File: config.mk
export PLATFORM = sky130hd
export DESIGN_NAME = accum_seq_ctrl
export DESIGN_NICKNAME = d
export VERILOG_FILES = /design/src/rtl/cnn_accum_pkg.sv /design/src/rtl/accum_seq_ctrl_adder.sv /design/src/rtl/accum_seq_ctrl.sv
export SDC_FILE = /design/constraint.sdc
export NUM_CORES = 1
export LEC_CHECK = 0
export BUFFER_PORTS_ARGS = -buffer_cell sky130_fd_sc_hd__buf_2
export CAP_MARGIN = 20
export CELL_PAD_IN_SITES_DETAIL_PLACEMENT = 0
export CELL_PAD_IN_SITES_GLOBAL_PLACEMENT = 2
export CORE_MARGIN = 1.5
export CORE_UTILIZATION = 35
export CTS_CLUSTER_SIZE = 14
export DETAILED_ROUTE_END_ITERATION = 6
export PLACE_DENSITY = 0.85
export SLEW_MARGIN = 20
export SYNTH_ARGS = -nofsm -noshare
export SYNTH_HDL_FRONTEND = slang
export SYNTH_HIERARCHICAL = 1
export SYNTH_SLANG_ARGS = --single-unit
File: constraint.sdc
create_clock -name clk -period 5.7 [get_ports clk]
set_clock_uncertainty 0.15 [all_clocks]
set_input_delay 0.285 -clock clk [delete_from_list [all_inputs] [get_ports clk]]
set_output_delay 0.285 -clock clk [all_outputs]
set_load 0.01 [all_outputs]
File: src/rtl/cnn_accum_pkg.sv
`default_nettype none
// cnn_accum_pkg: shared state encoding, accumulator width and saturation limits
// for the time-multiplexed accumulation controller.
package cnn_accum_pkg;

  localparam int ACC_W = 62;

  typedef enum logic [1:0] {
    ST_IDLE  = 2'd0,
    ST_ACCUM = 2'd1,
    ST_DONE  = 2'd2
  } accum_state_t;

  localparam logic [ACC_W-1:0] ACC_MAX = {1'b0, {(ACC_W-1){1'b1}}};
  localparam logic [ACC_W-1:0] ACC_MIN = {1'b1, {(ACC_W-1){1'b0}}};

  // Signed overflow: operands agree in sign but the result does not.
  function automatic logic add_overflow(input logic a_msb, input logic b_msb, input logic s_msb);
    return (a_msb == b_msb) && (s_msb != a_msb);
  endfunction

endpackage
`default_nettype wire

File: src/rtl/accum_seq_ctrl_adder.sv
`default_nettype none
// accum_seq_ctrl_adder: plain ripple-free DATA_WIDTH adder with carry in/out,
// shared by every beat of an accumulation window.
module accum_seq_ctrl_adder #(
  parameter int DATA_WIDTH = 62
) (
  input  logic [DATA_WIDTH-1:0] a,
  input  logic [DATA_WIDTH-1:0] b,
  input  logic                  cin,
  output logic [DATA_WIDTH-1:0] sum,
  output logic                  co
);

  assign {co, sum} = {1'b0, a} + {1'b0, b} + {{DATA_WIDTH{1'b0}}, cin};

endmodule
`default_nettype wire

File: src/rtl/accum_seq_ctrl.sv
`default_nettype none
// accum_seq_ctrl: sums num_terms partial products from a valid/ready stream with one adder.
// Optional feature macro ACCUM_SAT_EN: saturating arithmetic plus sticky ovf output.
module accum_seq_ctrl
  import cnn_accum_pkg::*;
#(
  parameter int DATA_W    = ACC_W,
  parameter int MAX_TERMS = 25,
  parameter int CNT_W     = $clog2(MAX_TERMS + 1)
) (
  input  logic              clk,
  input  logic              rst_n,
  input  logic              start,
  input  logic [CNT_W-1:0]  num_terms,
  input  logic              in_valid,
  output logic              in_ready,
  input  logic [DATA_W-1:0] in_data,
  output logic              out_valid,
  input  logic              out_ready,
  output logic [DATA_W-1:0] out_sum,
  output logic              busy
`ifdef ACCUM_SAT_EN
  ,
  output logic              ovf
`endif
);

  localparam logic [CNT_W-1:0] MAX_N = CNT_W'(MAX_TERMS);

  accum_state_t      state;
  logic [DATA_W-1:0] acc;
  logic [DATA_W-1:0] sum;
  logic [DATA_W-1:0] acc_next;
  logic [CNT_W-1:0]  cnt;
  logic [CNT_W-1:0]  n_terms;
  logic [CNT_W-1:0]  n_clamped;
  logic              beat;
  logic              last_beat;
  logic              adder_co_unused;

  assign n_clamped = (num_terms > MAX_N) ? MAX_N : num_terms;
  assign beat      = in_valid && in_ready;
  assign last_beat = beat && (cnt == (n_terms - CNT_W'(1)));
  assign out_sum   = acc;

  accum_seq_ctrl_adder #(
    .DATA_WIDTH (DATA_W)
  ) u_adder (
    .a   (acc),
    .b   (in_data),
    .cin (1'b0),
    .sum (sum),
    .co  (adder_co_unused)
  );

`ifdef ACCUM_SAT_EN
  localparam logic [DATA_W-1:0] SAT_MAX = {1'b0, {(DATA_W-1){1'b1}}};
  localparam logic [DATA_W-1:0] SAT_MIN = {1'b1, {(DATA_W-1){1'b0}}};

  logic sat_hit;

  // Once a window has overflowed the accumulator is frozen at its limit.
  always_comb begin
    sat_hit  = add_overflow(acc[DATA_W-1], in_data[DATA_W-1], sum[DATA_W-1]);
    acc_next = sum;
    if (ovf) begin
      acc_next = acc;
    end else if (sat_hit) begin
      acc_next = acc[DATA_W-1] ? SAT_MIN : SAT_MAX;
    end
  end
`else
  assign acc_next = sum;
`endif

  always_ff @(posedge clk) begin
    if (!rst_n) begin
      state     <= ST_IDLE;
      acc       <= '0;
      cnt       <= '0;
      n_terms   <= '0;
      in_ready  <= 1'b0;
      out_valid <= 1'b0;
      busy      <= 1'b0;
`ifdef ACCUM_SAT_EN
      ovf       <= 1'b0;
`endif
    end else begin
      case (state)
        ST_IDLE: begin
          if (start) begin
            n_terms <= n_clamped;
            acc     <= '0;
            cnt     <= '0;
            busy    <= 1'b1;
`ifdef ACCUM_SAT_EN
            ovf     <= 1'b0;
`endif
            if (n_clamped == '0) begin
              state     <= ST_DONE;
              out_valid <= 1'b1;
            end else begin
              state    <= ST_ACCUM;
              in_ready <= 1'b1;
            end
          end
        end
        ST_ACCUM: begin
          if (beat) begin
            acc <= acc_next;
            cnt <= cnt + CNT_W'(1);
`ifdef ACCUM_SAT_EN
            ovf <= ovf | sat_hit;
`endif
            if (last_beat) begin
              state     <= ST_DONE;
              in_ready  <= 1'b0;
              out_valid <= 1'b1;
            end
          end
        end
        ST_DONE: begin
          if (out_ready) begin
            state     <= ST_IDLE;
            out_valid <= 1'b0;
            busy      <= 1'b0;
          end
        end
        default: begin
          state     <= ST_IDLE;
          in_ready  <= 1'b0;
          out_valid <= 1'b0;
          busy      <= 1'b0;
        end
      endcase
    end
  end

endmodule
`default_nettype wire

# Word level (Yosys, flattened, before mapping)
# Index checks and enable logic that the tools add are counted.
totals:
  reg_bits: 77
  input_bits: 72
  out_inout_bits: 65
  word_cells: 59
classes:
  addsub: 3
  n_lt_le_gt_ge: 1
  eq_ne: 9
  muxes: 26
  n_bitwise: 2
  reduce_logical: 11
ops:
  columns: ["operator", "count"]
  rows:
  - ["62-bit 2-to-1 mux", 2]
  - ["62-bit one-hot mux with 2 select lines", 1]
  - ["62-bit adder", 1]
  - ["5-bit 2-to-1 mux", 3]
  - ["2-bit inequality test, second input constant", 6]
  - ["1-bit 2-to-1 mux", 10]
  - ["2-bit 2-to-1 mux", 5]
  - ["5-bit one-hot mux with 2 select lines", 1]
  - ["5-bit AND reduction", 2]
  - ["1-bit one-hot mux with 3 select lines", 3]
  - ["2-bit one-hot mux with 3 select lines", 1]
  - ["3-bit AND reduction", 2]
  - ["5-bit by 1-bit adder with 5-bit output, second input constant", 1]
  - ["5-bit == test", 1]
  - ["5-bit > comparator, second input constant", 1]
  - ["5-bit zero test", 1]
  - ["5-bit by 1-bit subtractor with 5-bit output, second input constant", 1]
  - ["4-bit AND reduction", 1]
  - ["2-bit by 1-bit == test with 1-bit output, second input constant", 1]
  - ["2-bit == test, second input constant", 1]
  - ["1-bit logical AND", 2]
  - ["2-bit zero test", 1]
  - ["1-bit NOT", 2]
  - ["2-bit AND reduction", 1]
  - ["2-bit nonzero test", 1]

# Depth between registers and ports, before layout
# Gate-level depths: netlist of run 1.
depth:
  word_depth: 6
  mapped_depth: 13
  mapped_depth_nobuf: 13

# Cells and area by module
# The synthesis of run 1 kept the hierarchy.
modules_own_cells:
  columns: ["module", "instances", "cells_each", "area_per_inst_um2", "seq_area_each_um2"]
  rows:
  - ["accum_seq_ctrl_adder", 1, 528, 3673.5, 0.0]
  - ["accum_seq_ctrl", 1, 373, 3201.8, 1541.5]

# Worst setup path before layout of run 1
# No wires, ideal clock.
synth_path:
  path_type: "flip-flop to flip-flop"
  from: "register acc[0], in the netlist out_sum[0]"
  to: "register acc[42], in the netlist out_sum[42]"
  t_arrival_ns: 2.979
  setup_slack_ns: 2.501
  path_stages_with_launch: 14
  n_path_buf: 0
  synth_period_minus_slack_ns: 3.199
  path_cell_list: "dfxtp_1 -> fa_1 -> fa_1 -> a21oi_1 -> o21ai_1 -> o2111ai_1 -> nand3_1 -> a21oi_2 -> o211ai_1 -> a41o_1 -> a221oi_2 -> xnor2_1 -> nand2_1 -> a21boi_1"
synth_via:
  elab_chain_len: 3
synth_lines:
  columns: ["item", "line", "source"]
  rows:
  - ["start: declaration", "accum_seq_ctrl.sv:31", "logic [DATA_W-1:0] acc;"]
  - ["start signal: assignment", "accum_seq_ctrl.sv:110", "acc <= acc_next;"]
  - ["62-bit adder", "accum_seq_ctrl_adder.sv:14", "assign {co, sum} = {1'b0, a} + {1'b0, b} + {{DATA_WIDTH{1'b0}}, cin};"]
  - ["net acc_next[42]", "accum_seq_ctrl.sv:33", "logic [DATA_W-1:0] acc_next;"]
  - ["62-bit 2-to-1 mux", "accum_seq_ctrl.sv:109", "if (beat) begin"]
  - ["62-bit one-hot mux with 2 select lines", "accum_seq_ctrl.sv:89", "case (state)"]
# The timed path passes the listed nets, and every way through them passes these cells. The select of a mux whose other input is x is not followed.
# A chain may end at the register's enable or synchronous reset.

# Worst setup path in the final report of run 1
# Same ends and word-level chain as after synthesis.

==> impl_metrics.tcl, run 1 <==
set metrics [dict create \
    gp_congestion 0.835 \
    pre_cts_ws_ps 2040 \
    drc 0 \
    path_class "reg -> reg" \
    hpwlAfterDp_um 15000 \
    die_h_um 143 \
    mostFrequentLayoutCells "buf_2, nand2_1, a21oi_1, nand3_1, dfxtp_1" \
    path_max_fanout 3 \
    period_minus_slack_ps 3700 \
    power_density_nw_per_um2 182 \
    cpPeakStageDelay_ps 470 \
    fin_area_um2 7950 \
    grt_pass1_wl_um 33200 \
    die_x_um 143 \
    crit_path_end_kind "flip-flop" \
    vias 6732 \
    period_share_pct 64.8 \
    worstSkewPairLatency_ps 350 \
    drt_wl_total_um 20300 \
    postSynthAreaPerCell_um2 7.65 \
    outcome "completed" \
    rrSetupSlack_ps 2000 \
    critical_path.top_delay_family "compound AO/OA/AOI/OAI gates" \
    avgViaCountPerCell 5.35 \
    vdd.ir_drop.worst_mv 0.135 \
    start_util_pct 36.1 \
    fp.dieArea_um2 20400 \
    syn_inst 895 \
    fin_setup_tns_ps 0 \
    layout_commonest_cell "buf_2" \
    cts_root_buf "clkbuf_16" \
    clk_path_buf_depth 2 \
    drive_gt1_share_pct 18.7 \
    htreeDepth 3 \
    synth_nets 1032 \
    met1_length_um 10100 \
    final-hold-violation-count 0 \
    wl_met3_um 813 \
    hold_path_class "in -> reg" \
    cts_resized 0 \
    drtIter0Drc 316 \
    max-slew-margin-rel_pct 37.8 \
    area.growth.synth_to_final_pct 16.1 \
    rows 50 \
    final.setup.worst_slack_ps 2000 \
    rsz0062_at_grt "false" \
    grt_max_degree 77 \
    cts_buffers 9 \
    worst_slew_pin_slew_ps 924 \
    cts_setup_buffers 0 \
    met2_length_um 9120 \
    coreArea_um2 19000 \
    grt_pass1_vias 6509 \
    power_leakage_nw 3.58 \
    wl_per_cell_um 16.1 \
    crit_required_ps 5830 \
    highest_layer "met4" \
    grt_usage_pct 20.4 \
    ys_warn_count 6 \
    drtPass1Iterations 5 \
    cts.sinks 77 \
    portBuffers 136 \
    drv_slew 0 \
    crit_path_start_kind "flip-flop" \
    nNetsFinal 1130 \
    path_clk_slew_ps 70 \
    cts_tree "done" \
    arrival_ps 3820 \
    finalSetupViolCount 0 \
    slowest_stage "fa_1" \
    ctsHoldBuffers 0 \
    path_buf_inv 0 \
    drt.antenna.violating_nets 0 \
    worst_path_most_repeated_cell "fa_1" \
    syn-cell-area_um2 6840 \
    max_cap_viol_count 0 \
    ios 137 \
    fmax_ghz 0.271 \
    grt-ovfl-total 0 \
    post_dp_cell_area_um2 7640 \
    antenna_found_initial 0 \
    worstPathCellList "fa_1 > fa_1 > a21oi_1 > o21ai_1 > o2111ai_1 > nand3_1 > a21oi_2 > o211ai_1 > a41o_1 > a221oi_2 > xnor2_1 > nand2_1 > a21boi_1" \
]
through the flow:
step,power (W),hold slack (ps),util (%),std cells
2_1_floorplan,0.000766,263,-,895
3_3_place_gp,0.000850,317,40.3,1242
3_5_place_dp,0.000849,324,40.3,1242
4_1_cts,0.00148,10.2,41.9,1258
5_1_grt,0.00153,35.7,41.9,1258
6_report,0.00145,29.2,41.9,1259
worst min-delay path: stages:
cell     delay, ps
buf_2          100
inv_1           50
a21oi_1         50
sequential cells by signal (all words and copies together), names as in the netlist:
register,cells
out_sum,62
cnt,5
n_terms,5
state,2
busy,1
in_ready,1
out_valid,1
routing by layer:
metal / global-route usage (%) / up-vias
met5: 0 / -
met4: 6.13 / 0
met3: 2.72 / 20
met2: 33.4 / 152
met1: 27.8 / 3134
li1: - / 3426
report_power, final:
| part | total, W | internal (W) | switching (W) |
|---|---|---|---|
| clock network | 0.000613 | 0.000347 | 0.000266 |
| registers | 0.000560 | 0.000549 | 0.0000112 |
| logic | 0.000277 | 0.000111 | 0.000165 |
| total | 0.00145 | 0.00101 | 0.000443 |
path summary, 6_finish.rpt:
kind / cells past startpoint / start / end
worst max-delay path: 13 / out_sum[0]$_SDFFE_PN0P_ / out_sum[42]$_SDFFE_PN0P_
worst min-delay path: 3 / num_terms[0] / n_terms[0]$_SDFFE_PN0P_
worst max register to register: 13 / out_sum[0]$_SDFFE_PN0P_ / out_sum[42]$_SDFFE_PN0P_
worst min register to register: 2 / n_terms[4]$_SDFFE_PN0P_ / n_terms[4]$_SDFFE_PN0P_
layout make-up:
cell class,count,area [µm²]
Tap cell,260,325
Fill cell,2045,11000
Timing Repair Buffer,140,711
Sequential cell,77,1540
Antenna cell,1,2.50
Clock inverter,7,82.6
Inverter,16,60.1
Clock buffer,9,225
Multi-Input combinational cell,749,5000
Power figures use the tool's default switching activity.
==> run 2: changes to the inputs <==
--- a/config.mk
+++ b/config.mk
@@ -10,10 +10,10 @@
 export CELL_PAD_IN_SITES_DETAIL_PLACEMENT = 0
 export CELL_PAD_IN_SITES_GLOBAL_PLACEMENT = 2
 export CORE_MARGIN = 1.5
-export CORE_UTILIZATION = 35
+export CORE_UTILIZATION = 29
 export CTS_CLUSTER_SIZE = 14
 export DETAILED_ROUTE_END_ITERATION = 6
-export PLACE_DENSITY = 0.85
+export PLACE_DENSITY = 0.75
 export SLEW_MARGIN = 20
 export SYNTH_ARGS = -nofsm -noshare
 export SYNTH_HDL_FRONTEND = slang
==> constraint.sdc (replaced) <==
create_clock -name clk -period 3 [get_ports clk]
set_clock_uncertainty 0.15 [all_clocks]
set_input_delay 0.15 -clock clk [delete_from_list [all_inputs] [get_ports clk]]
set_output_delay 0.15 -clock clk [all_outputs]
set_load 0.01 [all_outputs]
==> run 2 against run 1 <==
Compared with the run above: the flow now finishes with violations (setup timing); total power rose by 94%; non-clock buffer count up 114; setup slack got worse by 2200 ps; sequential share of layout area is 2.5 points lower; register-to-register slack lost 2200 ps; count of clock-buffer cells in the layout stayed put.
==> impl_metrics.tcl, run 2 (synthesis gave the netlist of run 1 again) <==
set metrics [dict create \
    start_util_pct 29.3 \
    coreArea_um2 23300 \
    mostFrequentLayoutCells "buf_2, nand2_1, buf_4, nand3_1, dfxtp_1" \
    grt_pass1_vias 7038 \
    vdd.ir_drop.worst_mv 0.203 \
    violations "setup timing" \
    drc 0 \
    grt_usage_pct 18.7 \
    drtPass1Iterations 4 \
    worst_path_most_repeated_cell "fa_2" \
    rsz0062_at_grt "true" \
    crit_required_ps 3140 \
    outcome "finished, violations left" \
    final.setup.worst_slack_ps -171 \
    crit_path_end_kind "flip-flop" \
    critical_path.top_delay_family "compound AO/OA/AOI/OAI gates" \
    avgViaCountPerCell 4.97 \
    portBuffers 136 \
    pre_cts_ws_ps -272 \
    cts.sinks 77 \
    combPwrFrac_pct 22.3 \
    max-slew-margin-rel_pct 42.3 \
    antenna_cells 0 \
    grt_pass1_wl_um 36400 \
    hold_path_class "in -> reg" \
    worstPathCellList "fa_2 > fa_2 > a21oi_4 > o21ai_4 > o2111ai_4 > nand3_1 > a21oi_2 > o211ai_1 > a41o_1 > a221oi_2 > xnor2_1 > nand2_1 > a21boi_1" \
    hpwlAfterDp_um 17400 \
    crit_path_start_kind "flip-flop" \
    power_density_nw_per_um2 308 \
    layout_commonest_cell "buf_2" \
    cts_buffers 9 \
    period_share_pct 106 \
    rows 56 \
    cts_root_buf "clkbuf_16" \
    path_class "reg -> reg" \
    drt.antenna.violating_nets 0 \
    p_int_w 0.00191 \
    drt_wl_total_um 22500 \
    period_minus_slack_ps 3170 \
    drive_gt1_share_pct 29.6 \
    wl_per_cell_um 15.7 \
    largest_reg_flops 62 \
    vias 7114 \
    path_buf_inv 0 \
    area.growth.synth_to_final_pct 33.6 \
    power.switching_w 0.000911 \
    sw_frac_of_total_pct 32.3 \
    cts_tree "done" \
    fmax_ghz 0.315 \
    fp.dieArea_um2 24500 \
    clockPowerShare_pct 40.0 \
    post_dp_cell_area_um2 8560 \
    path_max_fanout 3 \
    final-hold-violation-count 0 \
    arrival_ps 3310 \
    ios 137 \
    p_total_w 0.00282 \
    path_clk_slew_ps 70 \
    slowest_stage "fa_2" \
    grt_max_degree 64 \
    worstSkewPairLatency_ps 350 \
    drtIter0Drc 307 \
    gp_congestion 0.832 \
    antenna_found_initial 0 \
    nNetsFinal 1244 \
    clk_path_buf_depth 2 \
    p_seq_share_pct 37.7 \
    power_leakage_nw 4.22 \
    max_cap_viol_count 0 \
    grt-ovfl-total 0 \
    fin_area_um2 9140 \
    htreeDepth 3 \
    drv_slew 0 \
    die_x_um 157 \
    finalSetupViolCount 14 \
    cpPeakStageDelay_ps 410 \
    die_h_um 157 \
    worst_slew_pin_slew_ps 865 \
]
-- run 2: per-stage QoR --
| step | std cells | hold slack, ps | utilization [%] | TNS (ps) |
|---|---|---|---|---|
| 2_1_floorplan | 895 | 128 | - | 0 |
| 3_3_place_gp | 1406 | 256 | 36.7 | -2730 |
| 3_5_place_dp | 1406 | 253 | 36.7 | -3580 |
| 4_1_cts | 1430 | 60.5 | 38.5 | -842 |
| 5_1_grt | 1431 | 85.7 | 39.2 | -5050 |
| 6_report | 1431 | 70.4 | 39.2 | -844 |
-- run 2: tightest hold or removal path: cells and delay by family --
family / cells / cell delay (ps)
AND/OR/NAND/NOR: 2 / 210
buffers and inverters: 1 / 120
AO/OA/AOI/OAI: 1 / 70
-- run 2: repair_timing --
action | in CTS | in global routing
hold endpoints to repair | 5 | 0
endpoints found under the setup margin | 30 | 35
resized for setup | 17 | 36
pin swaps | 11 | 19
buffers inserted | 3 | 1
hold buffers | 5 | 0
-- run 2: metal layers --
layer | wire length, µm | vias to the layer above | share of wire [%] | global-route usage, %
met5 | 0 | - | 0 | 0
met4 | 217 | 0 | 0.96 | 4.26
met3 | 879 | 15 | 3.9 | 3.07
met2 | 10400 | 138 | 46 | 30.8
met1 | 11000 | 3304 | 49 | 25.4
li1 | - | 3657 | - | -
-- run 2: path summary, 6_finish.rpt --
| check | start | slack [ps] | end | depth (start not counted) |
|---|---|---|---|---|
| setup / recovery | out_sum[0]$_SDFFE_PN0P_ | -170 | out_sum[42]$_SDFFE_PN0P_ | 13 |
| setup reg to reg | out_sum[0]$_SDFFE_PN0P_ | -170 | out_sum[42]$_SDFFE_PN0P_ | 13 |
| hold reg to reg | n_terms[4]$_SDFFE_PN0P_ | 330 | n_terms[4]$_SDFFE_PN0P_ | 2 |
| hold / removal | start | 70 | state[0]$_SDFFE_PN0P_ | 4 |
-- run 2: final cells by class --
class | instances | area (µm²)
fillers | 2509 | 14200
multi-input cells | 749 | 5210
flip-flops and latches | 77 | 1540
clock inverters | 7 | 63.8
clock buffers | 9 | 225
well taps | 319 | 399
repair buffers | 254 | 1640
inverters | 16 | 60.1
-- run 2: power by group through the flow --
stage	Clock, W	Combinational [W]	Sequential [W]
4_1_cts	0.00117	0.000622	0.00106
6_report	0.00113	0.000629	0.00106
2_1_floorplan	0	0.000369	0.00109
3_3_place_gp	0	0.000609	0.00109
3_5_place_dp	0	0.000608	0.00109
5_1_grt	0.00121	0.000697	0.00107
==> run 3: changes to the inputs <==
--- a/config.mk
+++ b/config.mk
@@ -6,7 +6,6 @@
 export NUM_CORES = 1
 export LEC_CHECK = 0
 export BUFFER_PORTS_ARGS = -buffer_cell sky130_fd_sc_hd__buf_2
-export CAP_MARGIN = 20
 export CELL_PAD_IN_SITES_DETAIL_PLACEMENT = 0
 export CELL_PAD_IN_SITES_GLOBAL_PLACEMENT = 2
 export CORE_MARGIN = 1.5
@@ -17,5 +16,4 @@
 export SLEW_MARGIN = 20
 export SYNTH_ARGS = -nofsm -noshare
 export SYNTH_HDL_FRONTEND = slang
-export SYNTH_HIERARCHICAL = 1
 export SYNTH_SLANG_ARGS = --single-unit
==> run 3 against run 2 <==
Compared with the run above: the flow now finishes without violations; die area is 7.1% lower; sequential power hardly changed; non-clock buffer count is 8 lower; register-to-register slack better by 290 ps.
==> impl_metrics.tcl, run 3 <==
set metrics [dict create \
    outcome "completed" \
    ios 137 \
    grt_max_degree 45 \
    cpPeakStageDelay_ps 430 \
    rrSetupSlack_ps 120 \
    grt_usage_pct 18.4 \
    rr_endpoint "out_sum[54]$_SDFFE_PN0P_" \
    cts_tree "done" \
    synthTopCellsByCount "nand2_1, dfxtp_1, o21ai_0" \
    grtUsageMet2_pct 28.2 \
    worstSkewPairLatency_ps 350 \
    arrival_ps 2970 \
    slowest_stage "or3_1" \
    sw_frac_of_total_pct 29.5 \
    ys_top_cells_by_area "dfxtp_1, ha_1, nand2_1" \
    path_clk_slew_ps 60 \
    grt-ovfl-total 0 \
    period_share_pct 95.9 \
    drt.antenna.violating_nets 0 \
    drt_wl_total_um 20800 \
    max_cap_viol_count 0 \
    netlist.area_leader.share_pct 24.3 \
    yosysMostFrequentCell "nand2_1" \
    ys_ff_latch 77 \
    fin_area_um2 8720 \
    crit_path_start_kind "flip-flop" \
    vdd.ir_drop.worst_mv 0.246 \
    postSynthAreaPerCell_um2 7.79 \
    power_density_nw_per_um2 344 \
    largest_reg_flops 62 \
    synthDistinctLibCells 63 \
    post_dp_cell_area_um2 7920 \
    area.growth.synth_to_final_pct 37.4 \
    syn-cell-area_um2 6350 \
    avgViaCountPerCell 5.09 \
    clockPowerShare_pct 41.9 \
    max-slew-margin-rel_pct 67.2 \
    cts.sinks 77 \
    final_cells 1307 \
    synth_edf_count 0 \
    mostFrequentLayoutCells "buf_2, buf_4, nand2_1, dfxtp_1, ha_1" \
    path_class "reg -> reg" \
    power.switching_w 0.000887 \
    hold_path_depth 3 \
    p_int_w 0.00212 \
    drtIter0Drc 239 \
    grt.met3_usage_pct 2.47 \
    drv_slew 0 \
    htreeDepth 3 \
    met1_usage_pct 26.9 \
    drtPass1Iterations 4 \
    p_seq_share_pct 36.2 \
    pre_cts_ws_ps -219 \
    start_util_pct 29.9 \
    coreArea_um2 21200 \
    cts_buffers 9 \
    finalSetupViolCount 0 \
    r2r.worst_path.cells 11 \
    portBuffers 136 \
    vias 6652 \
    synth_top_cell_by_area "dfxtp_1" \
    nNetsFinal 1163 \
    top_usage_layer "met2" \
    syn_inst 815 \
    ys_seq_area_share_pct 24.3 \
    wl_per_cell_um 15.9 \
    crit_required_ps 3090 \
    crit_path_end_kind "flip-flop" \
    gp_congestion 0.793 \
    path_max_fanout 4 \
    hold_start "in_data[61]" \
    die_h_um 151 \
    fp.dieArea_um2 22800 \
    drc 0 \
    ys_warn_count 0 \
    power_leakage_nw 4.07 \
    timing.hold.worst_endpoint "out_sum[61]$_SDFFE_PN0P_" \
    cts_root_buf "clkbuf_16" \
    synth_nets 951 \
    rows 53 \
    postSynth.asyncResetShare_pct 0 \
    worst_slew_pin_slew_ps 493 \
    final.setup.worst_slack_ps 122 \
    antenna_found_initial 0 \
    layout_commonest_cell "buf_2" \
    grt_pass1_vias 6423 \
    hold_path_class "in -> reg" \
    dp.cells 1277 \
    clk_path_buf_depth 2 \
    period_minus_slack_ps 2880 \
    grt_pass1_wl_um 33200 \
    nFillCells 2230 \
    antenna_cells 0 \
    hpwlAfterDp_um 16000 \
    final-hold-violation-count 0 \
    fmax_ghz 0.347 \
    worstPathCellList "ha_2 > nand4_1 > or3_1 > nor3_2 > buf_4 > o211ai_4 > a21oi_2 > o211ai_1 > a211oi_2 > o21ai_1 > a32o_1" \
    drive_gt1_share_pct 32.1 \
    die_x_um 151 \
    reg2reg_from "out_sum[36]$_SDFFE_PN0P_" \
    combPwrFrac_pct 21.9 \
    dominantRegCellSynth "dfxtp_1" \
]
## run 3: worst max path at each step
stage,from,end,slack [ps],cells past startpoint
finish,out_sum[36]$_SDFFE_PN0P_,out_sum[54]$_SDFFE_PN0P_,120,11
global placement,out_sum[0]$_SDFFE_PN0P_,out_sum[54]$_SDFFE_PN0P_,-160,14
floorplan,out_sum[0]$_SDFFE_PN0P_,out_sum[54]$_SDFFE_PN0P_,10,13
global route,out_sum[22]$_SDFFE_PN0P_,out_sum[54]$_SDFFE_PN0P_,-30,12
CTS,out_sum[0]$_SDFFE_PN0P_,out_sum[54]$_SDFFE_PN0P_,0.9,14
detailed placement,out_sum[0]$_SDFFE_PN0P_,out_sum[54]$_SDFFE_PN0P_,-220,14
## run 3: worst max-delay path, delay by kind of cell (launching register included)
kind	cells	cell delay (ps)
AO/OA/AOI/OAI	6	1010
AND/OR/NAND/NOR	3	770
adder cells (fa/ha/maj)	1	380
flip-flops	1	320
buffers and inverters	1	150
## run 3: timing repair
| item | CTS | global route |
|---|---|---|
| hold buffers | 6 | 0 |
| endpoints found under the setup margin | 15 | 30 |
| buffers inserted | 3 | 5 |
| gates resized for setup | 12 | 78 |
| pin swaps | 9 | 22 |
| gates cloned | 0 | 0 |
| endpoints found under the hold margin | 7 | 0 |
## run 3: power groups by stage
stage               logic [W]  clock network, W  registers [W]
floorplan            0.000375                 0        0.00111
global placement     0.000627                 0        0.00111
CTS                  0.000636           0.00129        0.00108
detailed placement   0.000622                 0        0.00111
finish               0.000659           0.00126        0.00109
global route         0.000734           0.00134        0.00109
## run 3: cell families after synthesis
family	count (synthesis)	share of synthesized area, %
multiplexers	1	0.158
buffers and inverters	61	3.76
AO/OA/AOI/OAI	296	31.0
AND/OR/NAND/NOR	253	19.3
adder cells (fa/ha/maj)	64	12.7
XOR/XNOR	63	8.69
flip-flops	77	24.3
## run 3: layout make-up
class | count | area [µm²] | share of cell area [%]
clock buffer | 12 | 256 | 2.94
clock inverter | 4 | 70.1 | 0.803
inverter | 16 | 60.1 | 0.688
multi-input combinational | 677 | 4920 | 56.4
sequential | 77 | 1550 | 17.7
tap | 275 | 344 | 3.94
timing repair buffer | 246 | 1530 | 17.5
## run 3: routing by layer
layer	part of all wire (%)	wire, µm	vias up
met5	0	0	-
met4	1.3	277	0
met3	4.3	883	17
met2	44	9070	121
met1	51	10500	3100
li1	-	-	3414
## run 3: metrics by stage
step / utilization [%] / setup TNS (ps) / hold WS, ps / total power [W]
2_1_floorplan: - / 0 / 128 / 0.00149
3_3_place_gp: 37.3 / -380 / 271 / 0.00173
3_5_place_dp: 37.3 / -802 / 257 / 0.00173
4_1_cts: 39.4 / 0 / 18.3 / 0.00301
5_1_grt: 41.1 / -92.0 / 36.7 / 0.00316
6_report: 41.1 / 0 / 49.7 / 0.00300
